==> config.mk <==
export PLATFORM = sky130hd
export DESIGN_NAME = fetch_stage
export DESIGN_NICKNAME = d
export VERILOG_FILES = /design/src/rtl/riscv_pkg.sv /design/src/rtl/if_id_reg.sv /design/src/rtl/fetch_stage.sv
export SDC_FILE = /design/constraint.sdc
export NUM_CORES = 1
export LEC_CHECK = 0
export CELL_PAD_IN_SITES_DETAIL_PLACEMENT = 0
export CELL_PAD_IN_SITES_GLOBAL_PLACEMENT = 2
export CORE_MARGIN = 2
export CORE_UTILIZATION = 34
export CTS_CLUSTER_DIAMETER = 80
export CTS_CLUSTER_SIZE = 20
export DETAILED_ROUTE_END_ITERATION = 7
export GPL_TIMING_DRIVEN = 1
export PLACE_DENSITY_LB_ADDON = 0.2
export SLEW_MARGIN = 20
export SYNTH_ARGS = -nofsm -noshare
export SYNTH_HDL_FRONTEND = slang
export SYNTH_HIERARCHICAL = 1
export SYNTH_SLANG_ARGS = --single-unit
==> constraint.sdc <==
create_clock -name clk -period 7.9 [get_ports clk]
set_input_delay 1.58 -clock clk [delete_from_list [all_inputs] [get_ports clk]]
set_output_delay 1.58 -clock clk [all_outputs]
set_load 0.02 [all_outputs]
==> src/rtl/riscv_pkg.sv <==
// Shared definitions for the RV32I pipeline front end: the canonical NOP,
// the fetch FSM state encoding and the default reset fetch address.
package riscv_pkg;

    localparam logic [31:0] NOP_INSTR        = 32'h0000_0013;   // addi x0, x0, 0
    localparam logic [31:0] RESET_PC_DEFAULT = 32'h0000_0000;

    typedef enum logic [1:0] {
        IDLE = 2'd0,
        WAIT = 2'd1,
        DROP = 2'd2,
        HOLD = 2'd3
    } fetch_state_t;

endpackage

==> src/rtl/if_id_reg.sv <==
// IF/ID pipeline register. Per cycle: flush > hold > load > bubble.
module if_id_reg
    import riscv_pkg::*;
#(
    parameter int ADDR_WIDTH = 32,
    parameter int DAT_WIDTH  = 32
) (
    input  logic                  clk,
    input  logic                  rst_n,
    input  logic                  i_flush,
    input  logic                  i_write,
    input  logic                  i_load,
    input  logic [DAT_WIDTH-1:0]  i_ins,
    input  logic [ADDR_WIDTH-1:0] i_pc,
    input  logic [ADDR_WIDTH-1:0] i_pc4,
    output logic [DAT_WIDTH-1:0]  o_ins,
    output logic [ADDR_WIDTH-1:0] o_pc,
    output logic [ADDR_WIDTH-1:0] o_pc4,
    output logic                  o_valid
);

    localparam logic [DAT_WIDTH-1:0] NOP_W = DAT_WIDTH'(NOP_INSTR);

    logic [DAT_WIDTH-1:0]  r_ins;
    logic [ADDR_WIDTH-1:0] r_pc;
    logic [ADDR_WIDTH-1:0] r_pc4;
    logic                  r_valid;

    always_ff @(posedge clk or negedge rst_n) begin
        if (!rst_n) begin
            r_ins   <= NOP_W;
            r_pc    <= '0;
            r_pc4   <= '0;
            r_valid <= 1'b0;
        end else if (i_flush) begin
            r_ins   <= NOP_W;
            r_pc    <= '0;
            r_pc4   <= '0;
            r_valid <= 1'b0;
        end else if (i_write) begin
            if (i_load) begin
                r_ins   <= i_ins;
                r_pc    <= i_pc;
                r_pc4   <= i_pc4;
                r_valid <= 1'b1;
            end else begin
                // Nothing delivered this cycle: Decode sees a bubble.
                r_ins   <= NOP_W;
                r_pc    <= '0;
                r_pc4   <= '0;
                r_valid <= 1'b0;
            end
        end
    end

    assign o_ins   = r_ins;
    assign o_pc    = r_pc;
    assign o_pc4   = r_pc4;
    assign o_valid = r_valid;

endmodule

==> src/rtl/fetch_stage.sv <==
// IF stage: owns PC_F, keeps a single instruction-memory read in flight and
// feeds the IF/ID register, absorbing stalls, redirects and variable latency.
module fetch_stage
    import riscv_pkg::*;
#(
    parameter int                    ADDR_WIDTH = 32,
    parameter int                    DAT_WIDTH  = 32,
    parameter logic [ADDR_WIDTH-1:0] RESET_PC   = ADDR_WIDTH'(RESET_PC_DEFAULT)
) (
    input  logic                  clk,
    input  logic                  rst_n,
    input  logic                  PC_Write,
    input  logic                  IF_ID_Write,
    input  logic                  PCSrc_E,
    input  logic [ADDR_WIDTH-1:0] PC_Target_E,
    output logic                  imem_req,
    output logic [ADDR_WIDTH-1:0] imem_addr,
    input  logic [DAT_WIDTH-1:0]  imem_rdata,
    input  logic                  imem_rvalid,
    output logic [DAT_WIDTH-1:0]  Ins_D,
    output logic [ADDR_WIDTH-1:0] PC_D,
    output logic [ADDR_WIDTH-1:0] PC_4D,
    output logic                  Valid_D
);

    fetch_state_t          r_state;
    logic [ADDR_WIDTH-1:0] r_pc;
    logic [DAT_WIDTH-1:0]  r_hold_buf;

    logic                  w_go;
    logic                  w_deliver;
    logic [ADDR_WIDTH-1:0] w_target;
    logic [ADDR_WIDTH-1:0] w_pc_plus4;
    logic [DAT_WIDTH-1:0]  w_ins;

    assign w_go       = PC_Write & IF_ID_Write;
    assign w_target   = {PC_Target_E[ADDR_WIDTH-1:2], 2'b00};
    assign w_pc_plus4 = r_pc + ADDR_WIDTH'(4);

    // A redirect always beats delivery, even when the word is on the bus.
    assign w_deliver  = !PCSrc_E && w_go &&
                        (((r_state == WAIT) && imem_rvalid) || (r_state == HOLD));
    assign w_ins      = (r_state == HOLD) ? r_hold_buf : imem_rdata;

    // Gated by rst_n so no request escapes while reset is held.
    assign imem_req   = rst_n && (r_state == IDLE) && !PCSrc_E;
    assign imem_addr  = r_pc;

    always_ff @(posedge clk or negedge rst_n) begin
        if (!rst_n) begin
            r_state <= IDLE;
            r_pc    <= RESET_PC;
        end else begin
            case (r_state)
                IDLE: begin
                    if (PCSrc_E) r_pc    <= w_target;
                    else         r_state <= WAIT;
                end
                WAIT: begin
                    if (PCSrc_E) begin
                        r_pc    <= w_target;
                        r_state <= imem_rvalid ? IDLE : DROP;
                    end else if (imem_rvalid) begin
                        if (w_go) begin
                            r_pc    <= w_pc_plus4;
                            r_state <= IDLE;
                        end else begin
                            r_state <= HOLD;
                        end
                    end
                end
                HOLD: begin
                    if (PCSrc_E) begin
                        r_pc    <= w_target;
                        r_state <= IDLE;
                    end else if (w_go) begin
                        r_pc    <= w_pc_plus4;
                        r_state <= IDLE;
                    end
                end
                DROP: begin
                    // The stale response still has to drain before a new request.
                    if (PCSrc_E)     r_pc    <= w_target;
                    if (imem_rvalid) r_state <= IDLE;
                end
                default: r_state <= IDLE;
            endcase
        end
    end

    always_ff @(posedge clk) begin
        if ((r_state == WAIT) && imem_rvalid && !PCSrc_E && !w_go)
            r_hold_buf <= imem_rdata;
    end

    if_id_reg #(
        .ADDR_WIDTH (ADDR_WIDTH),
        .DAT_WIDTH  (DAT_WIDTH)
    ) u_if_id (
        .clk     (clk),
        .rst_n   (rst_n),
        .i_flush (PCSrc_E),
        .i_write (IF_ID_Write),
        .i_load  (w_deliver),
        .i_ins   (w_ins),
        .i_pc    (r_pc),
        .i_pc4   (w_pc_plus4),
        .o_ins   (Ins_D),
        .o_pc    (PC_D),
        .o_pc4   (PC_4D),
        .o_valid (Valid_D)
    );

endmodule

After elaboration in Yosys (flattened, before gate mapping)
Cells that the tools add are included.

Flip-flop bits (word level): 163. Word-level logic and storage cells: 60.

Mux-type cells: 28. Eq/ne operators: 8. Reduce and logical (&&, ||, !) cells: 15. Add/subtract/negate cells: 1. Bitwise logic cells: 1.

Operators by type and width (number): 32-bit two-way mux (15); 32-bit case mux with 3 select lines (1); 32-bit by 3-bit adder with 32-bit output, second input constant (1); 2-bit two-way mux (8); 2-bit case mux with 4 select lines (1); 1-bit logical AND (7); 3-bit inequality test, second input constant (2); 2-bit == test, second input constant (2); 2-bit inequality test, second input constant (2); 4-bit AND reduction (1); 1-bit two-way mux (3); 2-bit by 1-bit == test with 1-bit output, second input constant (1); 1-bit zero test (2); 2-bit zero test (1); 2-bit by 1-bit inequality test with 1-bit output, second input constant (1); 2-bit AND reduction (1); 2-bit nonzero test (1); 2-bit OR reduction (1); 1-bit bitwise AND (1); 1-bit logical OR (1).

Depth between registers and ports, before layout
Gate-level depths: netlist of run 1.

Depth after elaboration: 7. Mapped depth: 10. Mapped depth without buffers: 6.

By module
The synthesis of run 1 kept the hierarchy.

Modules (own cells, without submodules): fetch_stage (area an instance 3696.0 µm², cells an instance 354, seq. area each 1761.7 µm², instances 1); if_id_reg (area an instance 3622.2 µm², cells an instance 237, seq. area each 2431.1 µm², instances 1).

Worst setup path after synthesis of run 1
No wires, ideal clock.

Path kind: input to register. Start: in PCSrc_E. End: reg r_hold_buf[0], enable pin. Buffers on the path: 2. Stages: 3. Path slack: 1.973 ns. Data arrival time: 5.414 ns. Cells stage by stage: clkbuf_1 clkbuf_1 nor4b_1.

Longest elaborated chain between the ends: 3.

Ends and longest elaborated chain: start, declared (RTL line fetch_stage.sv:14) `input logic PCSrc_E,`; 1-bit zero test (RTL line fetch_stage.sv:92) `if ((r_state == WAIT) && imem_rvalid && !PCSrc_E && !w_go)`; 1-bit logical AND (2 in a row) (RTL line fetch_stage.sv:92); end signal, assigned (RTL line fetch_stage.sv:93) `r_hold_buf <= imem_rdata;`; end, declared (RTL line fetch_stage.sv:28) `logic [DAT_WIDTH-1:0] r_hold_buf;`.

No other way between the ends. A chain may end at the register's enable or synchronous reset.

Worst setup path in the final report of run 1
Start: in rst_n. End: out imem_req.

Longest elaborated chain between the ends: 2.

Ends and longest elaborated chain: start, declared (RTL line fetch_stage.sv:11) `input logic rst_n,`; 1-bit logical AND (2 in a row) (RTL line fetch_stage.sv:46) `assign imem_req = rst_n && (r_state == IDLE) && !PCSrc_E;`; end, declared (RTL line fetch_stage.sv:16) `output logic imem_req,`.

No other way between the ends.

==> flow_summary.yaml, run 1 <==
pwr:
  powerDensity_nw_per_um2: 210
  max-vdd-ir-drop_v: 0.000140
  p_leak_nw: 3.93
yosys:
  synth_compound_area_share_pct: 19.1
  yosysTopAreaCell: "dfrtp_1"
  yosysSeqAreaShare_pct: 57.3
  synth_edf_count: 32
  synth_most_common_cell: "dfrtp_1"
  synth_ff_type: "dfrtp_1"
  synth_top_family_by_area: "compound AO/OA/AOI/OAI gates"
  synth_top_area_share_pct: 43.1
  synth-async-reset-ratio_pct: 80.1
  syn_inst: 591
  synthSimpleGateAreaFrac_pct: 9.68
  ys_types: 59
  yosys-top-cells-area: "dfrtp_1, edfxtp_1, a32o_1"
  yosys_warnings: 6
  syn-cell-area_sq_um: 7320
  yosys.area_share.xor_xnor_pct: 3.59
  synth_fa_ha_area_share_pct: 0.171
  synth_seq_cells: 161
  yosys-top-cells-count: "dfrtp_1, a32o_1, mux2_2"
  syn_avg_cell_area_sq_um: 12.4
  synthMuxAreaShare_pct: 5.51
clock_network:
  cts_inserted_buffers: 17
  clk_path_buf_depth: 2
  h-tree-depth: 4
  clk_pin_slew_ns: 0.06
  root_buffer: "clkbuf_16"
  post_cts_buffers: 0
  cts_resized: 0
  insertion_delay_ns: 0.42
  cts_tree: "yes"
  clock-sinks: 161
  cts_hold_buffers: 0
grt:
  grt_start_max_net_pins: 71
  grt_pass1_vias: 5958
  antenna_found_initial: 0
  grt_usage_pct: 18.9
  overflow: 0
  grt_pass1_wl_microns: 33200
worst_setup_path:
  max_stage_delay_ns: 0.69
  arrival_ns: 3.06
  cp_top_family: "buffers and inverters"
  path_buf_inv: 2
  start_kind: "input port"
  path_cells: "buf_6 -> nor4b_1 -> clkdlybuf4s50_1"
  end_kind: "output pin"
  slowest_stage: "clkdlybuf4s50_1"
  crit_type: "input port to output pin"
  cp_max_fo: 65
  crit_required_ns: 6.32
routing:
  drt_iter0_drc: 414
  num_vias: 5767
  drcViolationCount: 0
  drt-total-wl_microns: 21300
  first_pass_iters: 5
  via_per_inst: 5.50
  wl_per_cell_microns: 20.3
  route.antenna.remaining_nets: 0
outcome:
  status: "finished clean"
timing:
  layout_min_cycle_time_ns: 4.64
  tightest_slew_ns: 0.916
  rsz0062_at_grt: "no"
  setup_viol: 0
  skew_ns: 0.00880
  fmax_ghz: 0.215
  post-route-period-util_pct: 58.8
  setup-tns-final_ns: 0
  maxSlewHeadroom_pct: 38.8
  slew_violations: 0
  worst_slack_ns: 3.26
  hold_violations: 0
cells_and_area:
  finalNetCount: 831
  area_delta_synth_final_pct: 37.4
  diodes: 0
  n_fill_cell: 1919
  drive_above_1_share_pct: 13.1
  multi_input_area_sq_um: 2840
  seq_area_sq_um: 4190
floorplan:
  die_h_microns: 151
  die-area_sq_um: 22700
  row_count: 53
  coreArea_sq_um: 21100
  start_util_pct: 34.7
  boundaryPins: 200
  die_x_microns: 151
hold_path:
  worst_hold_path_type: "flip-flop to flip-flop"
place:
  place_ws_ns: 3.09
  place_hpwl_microns: 13800
  io_buffers: 195
  place_congestion: 0.724
job:
  maxCapViolCount: 0
## cell families after synthesis
family	after synthesis
adder cells (fa/ha/maj)	1
XOR/XNOR	30
flip-flops	161
AO/OA/AOI/OAI	166
other	1
buffers and inverters	68
multiplexers	36
AND/OR/NAND/NOR	128
## cells in the final DEF (no fill, tap or decap), types with 6 or more instances in the layout
cell type and instances:
inv_1 7, o21ai_0 24, xnor2_1 19, nand2_1 31, a32o_1 92, mux2_2 34, dfrtp_1 126, edfxtp_1 32
a222oi_1 6, nand4_1 8, nor3_1 13, clkbuf_16 17, a22oi_1 7, nor2_1 17, buf_4 11, and3_1 6
clkdlybuf4s50_1 192, conb_1 6, xor2_1 11, nand3_1 20, a21oi_1 15
## stage by stage
stage	hold WS, ns	utilization (%)	instance area, sq um	total power, W	instances
after CTS	0.494	47.7	10100	0.00214	1048
after global routing	0.508	47.7	10100	0.00221	1048
after floorplan	0.573	-	7340	0.00113	596
final	0.488	47.7	10100	0.00211	1048
after detailed placement	0.480	44.8	9450	0.00129	1016
after global placement	0.473	44.7	9420	0.00128	1015
## flip-flops by register name, summed over array words and instances (netlist names)
register and flops:
u_if_id/o_ins 32, r_state 2, u_if_id/o_pc4 32, r_hold_buf 32, u_if_id/o_pc 32, imem_addr 30, u_if_id/o_valid 1
## metal layers
layer  track usage [%]  vias up  part of all wire [%]
met3              4.82       20                   6.4
li1                  -     2632                     -
met1              24.9     2933                    44
met4              5.33        0                   1.2
met2              31.0      182                    49
met5                 0        -                     0
## where the power goes
group | internal [W] | leakage, nW | switching [W]
Clock | 0.000476 | 0.287 | 0.000367
Sequential | 0.000884 | 2.01 | 0.0000627
Combinational | 0.000152 | 1.63 | 0.000170
## area by class of cell
type | count | area share, %
repair buffers | 206 | 20.4
clock inverters | 15 | 1.78
clock buffers | 17 | 4.23
well taps | 275 | 3.42
flip-flops and latches | 161 | 41.7
inverters | 7 | 0.261
multi-input cells | 367 | 28.2
## final timing paths
check                                                  start                            end  slack [ns]  cells after the start
worst min register to register  u_if_id/o_pc[30]$_DFFE_PN0P_   u_if_id/o_pc[30]$_DFFE_PN0P_        0.49                      1
worst min-delay path            u_if_id/o_pc[30]$_DFFE_PN0P_   u_if_id/o_pc[30]$_DFFE_PN0P_        0.49                      1
min in group asynchronous                              rst_n    u_if_id/o_pc[0]$_DFFE_PN0P_        1.14                      1
max in group asynchronous                              rst_n  u_if_id/o_ins[10]$_DFFE_PN0P_        5.40                      2
worst max-delay path                                   rst_n                       imem_req        3.26                      3
worst max register to register        r_state[0]$_DFFE_PN0P_    u_if_id/o_pc[8]$_DFFE_PN0P_        4.74                      7
## worst reg2reg max path, delay by kind of cell (launching register included)
family                 cells  cell delay [ns]
flip-flops                 1             0.51
AND/OR/NAND/NOR            3             1.34
buffers and inverters      2             0.80
AO/OA/AOI/OAI              2             0.44
Power figures use the tool's default switching activity.
==> run 2, diff against run 1 <==
- CORE_UTILIZATION: 34 -> 28
- clock period: 7.9 -> 4.2 ns (I/O delays scaled with it)
==> flow_summary.yaml, run 2 (synthesis gave the netlist of run 1 again) <==
clock_network:
  clock-sinks: 161
  cts_tree: "yes"
  cts_resized: 0
  clk_path_buf_depth: 2
  h-tree-depth: 4
  cts_hold_buffers: 0
  cts_inserted_buffers: 17
  post_cts_buffers: 0
  root_buffer: "clkbuf_16"
  clk_pin_slew_ns: 0.07
  insertion_delay_ns: 0.42
floorplan:
  start_util_pct: 28.3
  die_x_microns: 166
  boundaryPins: 200
  die-area_sq_um: 27400
  die_h_microns: 166
  coreArea_sq_um: 25800
  row_count: 59
pwr:
  powerDensity_nw_per_um2: 395
  swShare_pct: 28.5
  p_clk_share_pct: 40.3
  power_frac_comb_pct: 15.3
  p_switching_w: 0.00114
  intPower_w: 0.00287
  max-vdd-ir-drop_v: 0.000214
  seq_power_share_pct: 44.4
  p_leak_nw: 3.95
place:
  place_hpwl_microns: 14200
  io_buffers: 195
  place_congestion: 0.735
  placed_cell_area_sq_um: 9540
routing:
  first_pass_iters: 5
  drcViolationCount: 0
  drt-total-wl_microns: 22300
  route.antenna.remaining_nets: 0
  num_vias: 5791
  via_per_inst: 5.21
  drt_iter0_drc: 376
  wl_per_cell_microns: 20.1
grt:
  grt_usage_pct: 16.3
  grt_pass1_wl_microns: 35500
  grt_pass1_vias: 6033
  grt_start_max_net_pins: 77
  overflow: 0
  antenna_found_initial: 1
timing:
  setup_viol: 0
  tightest_slew_ns: 0.935
  maxSlewHeadroom_pct: 37.4
  post-route-period-util_pct: 71.5
  layout_min_cycle_time_ns: 3.00
  rsz0062_at_grt: "no"
  fmax_ghz: 0.333
  skew_ns: 0.0108
  setup-tns-final_ns: 0
  slew_violations: 0
  hold_violations: 0
job:
  maxCapViolCount: 0
cells_and_area:
  final_cell_area_sq_um: 10100
  final_common_cell: "clkdlybuf4s50_1"
  finalNetCount: 834
  layout_common_cells: "clkdlybuf4s50_1, dfrtp_1, a32o_1"
  drive_above_1_share_pct: 13.4
  diodes: 0
  area_delta_synth_final_pct: 38.7
worst_setup_path:
  crit_type: "input port to output pin"
  end_kind: "output pin"
  cp_max_fo: 13
  crit_required_ns: 3.36
  start_kind: "input port"
  arrival_ns: 2.16
hold_path:
  worst_hold_path_type: "flip-flop to flip-flop"
outcome:
  status: "finished clean"
## run 2: changes by cell type in the layout (fill, tap and decap cells not counted), sizes merged
cell	change
clkinvlp	-1
buf	+3
clkinv	-1
clkbuf	+1
inv	+1
## run 2: layout make-up
class,count,area (sq um)
Fill cell,2522,15700
Sequential cell,161,4190
Multi-Input combinational cell,367,2850
Timing Repair Buffer,209,2050
Clock buffer,18,439
Tap cell,335,419
Clock inverter,14,175
Inverter,7,26.3
## run 2: per-stage QoR
step / power (W) / utilization, % / setup WS, ns / hold WS (ns) / std cells
2_1_floorplan: 0.00212 / - / 0.623 / 0.544 / 596
3_3_place_gp: 0.00242 / 36.9 / 0.874 / 0.475 / 1079
3_5_place_dp: 0.00243 / 36.9 / 0.785 / 0.481 / 1079
4_1_cts: 0.00408 / 39.3 / 1.19 / 0.496 / 1111
5_1_grt: 0.00420 / 39.3 / 1.06 / 0.506 / 1111
6_report: 0.00401 / 39.3 / 1.20 / 0.490 / 1111
## run 2: final timing paths
kind                                         startpoint  cells past startpoint  slack (ns)                       endpoint
min reg2reg                u_if_id/o_pc[28]$_DFFE_PN0P_                      1        0.49   u_if_id/o_pc[28]$_DFFE_PN0P_
max                                             PCSrc_E                      3        1.20                       imem_req
min                        u_if_id/o_pc[28]$_DFFE_PN0P_                      1        0.49   u_if_id/o_pc[28]$_DFFE_PN0P_
max reg2reg                    imem_addr[2]$_DFFE_PN0P_                      6        1.57      imem_addr[26]$_DFFE_PN0P_
max in group asynchronous                         rst_n                      3        2.13   u_if_id/o_ins[2]$_DFFE_PN0P_
min in group asynchronous                         rst_n                      2        0.65  u_if_id/o_pc4[28]$_DFFE_PN0P_
## run 2: layer usage
| layer | part of all wire, % | wire (microns) | global-route usage (%) |
|---|---|---|---|
| met4 | 1.1 | 256 | 4.01 |
| met1 | 46 | 10200 | 21.5 |
| met5 | 0 | 0 | 0 |
| met3 | 6.3 | 1410 | 5.23 |
| met2 | 47 | 10400 | 25.9 |
## run 2: power by group through the flow
| stage | Combinational, W | Sequential [W] | Clock (W) |
|---|---|---|---|
| floorplan | 0.000283 | 0.00184 | 0 |
| global route | 0.000662 | 0.00179 | 0.00174 |
| detailed placement | 0.000619 | 0.00181 | 0 |
| finish | 0.000612 | 0.00178 | 0.00162 |
| CTS | 0.000622 | 0.00178 | 0.00167 |
| global placement | 0.000611 | 0.00181 | 0 |
## run 2: critical path, cell delays in order
cell             delay, ns
buf_2                 0.22
nor4b_1               0.40
clkdlybuf4s50_1       0.69
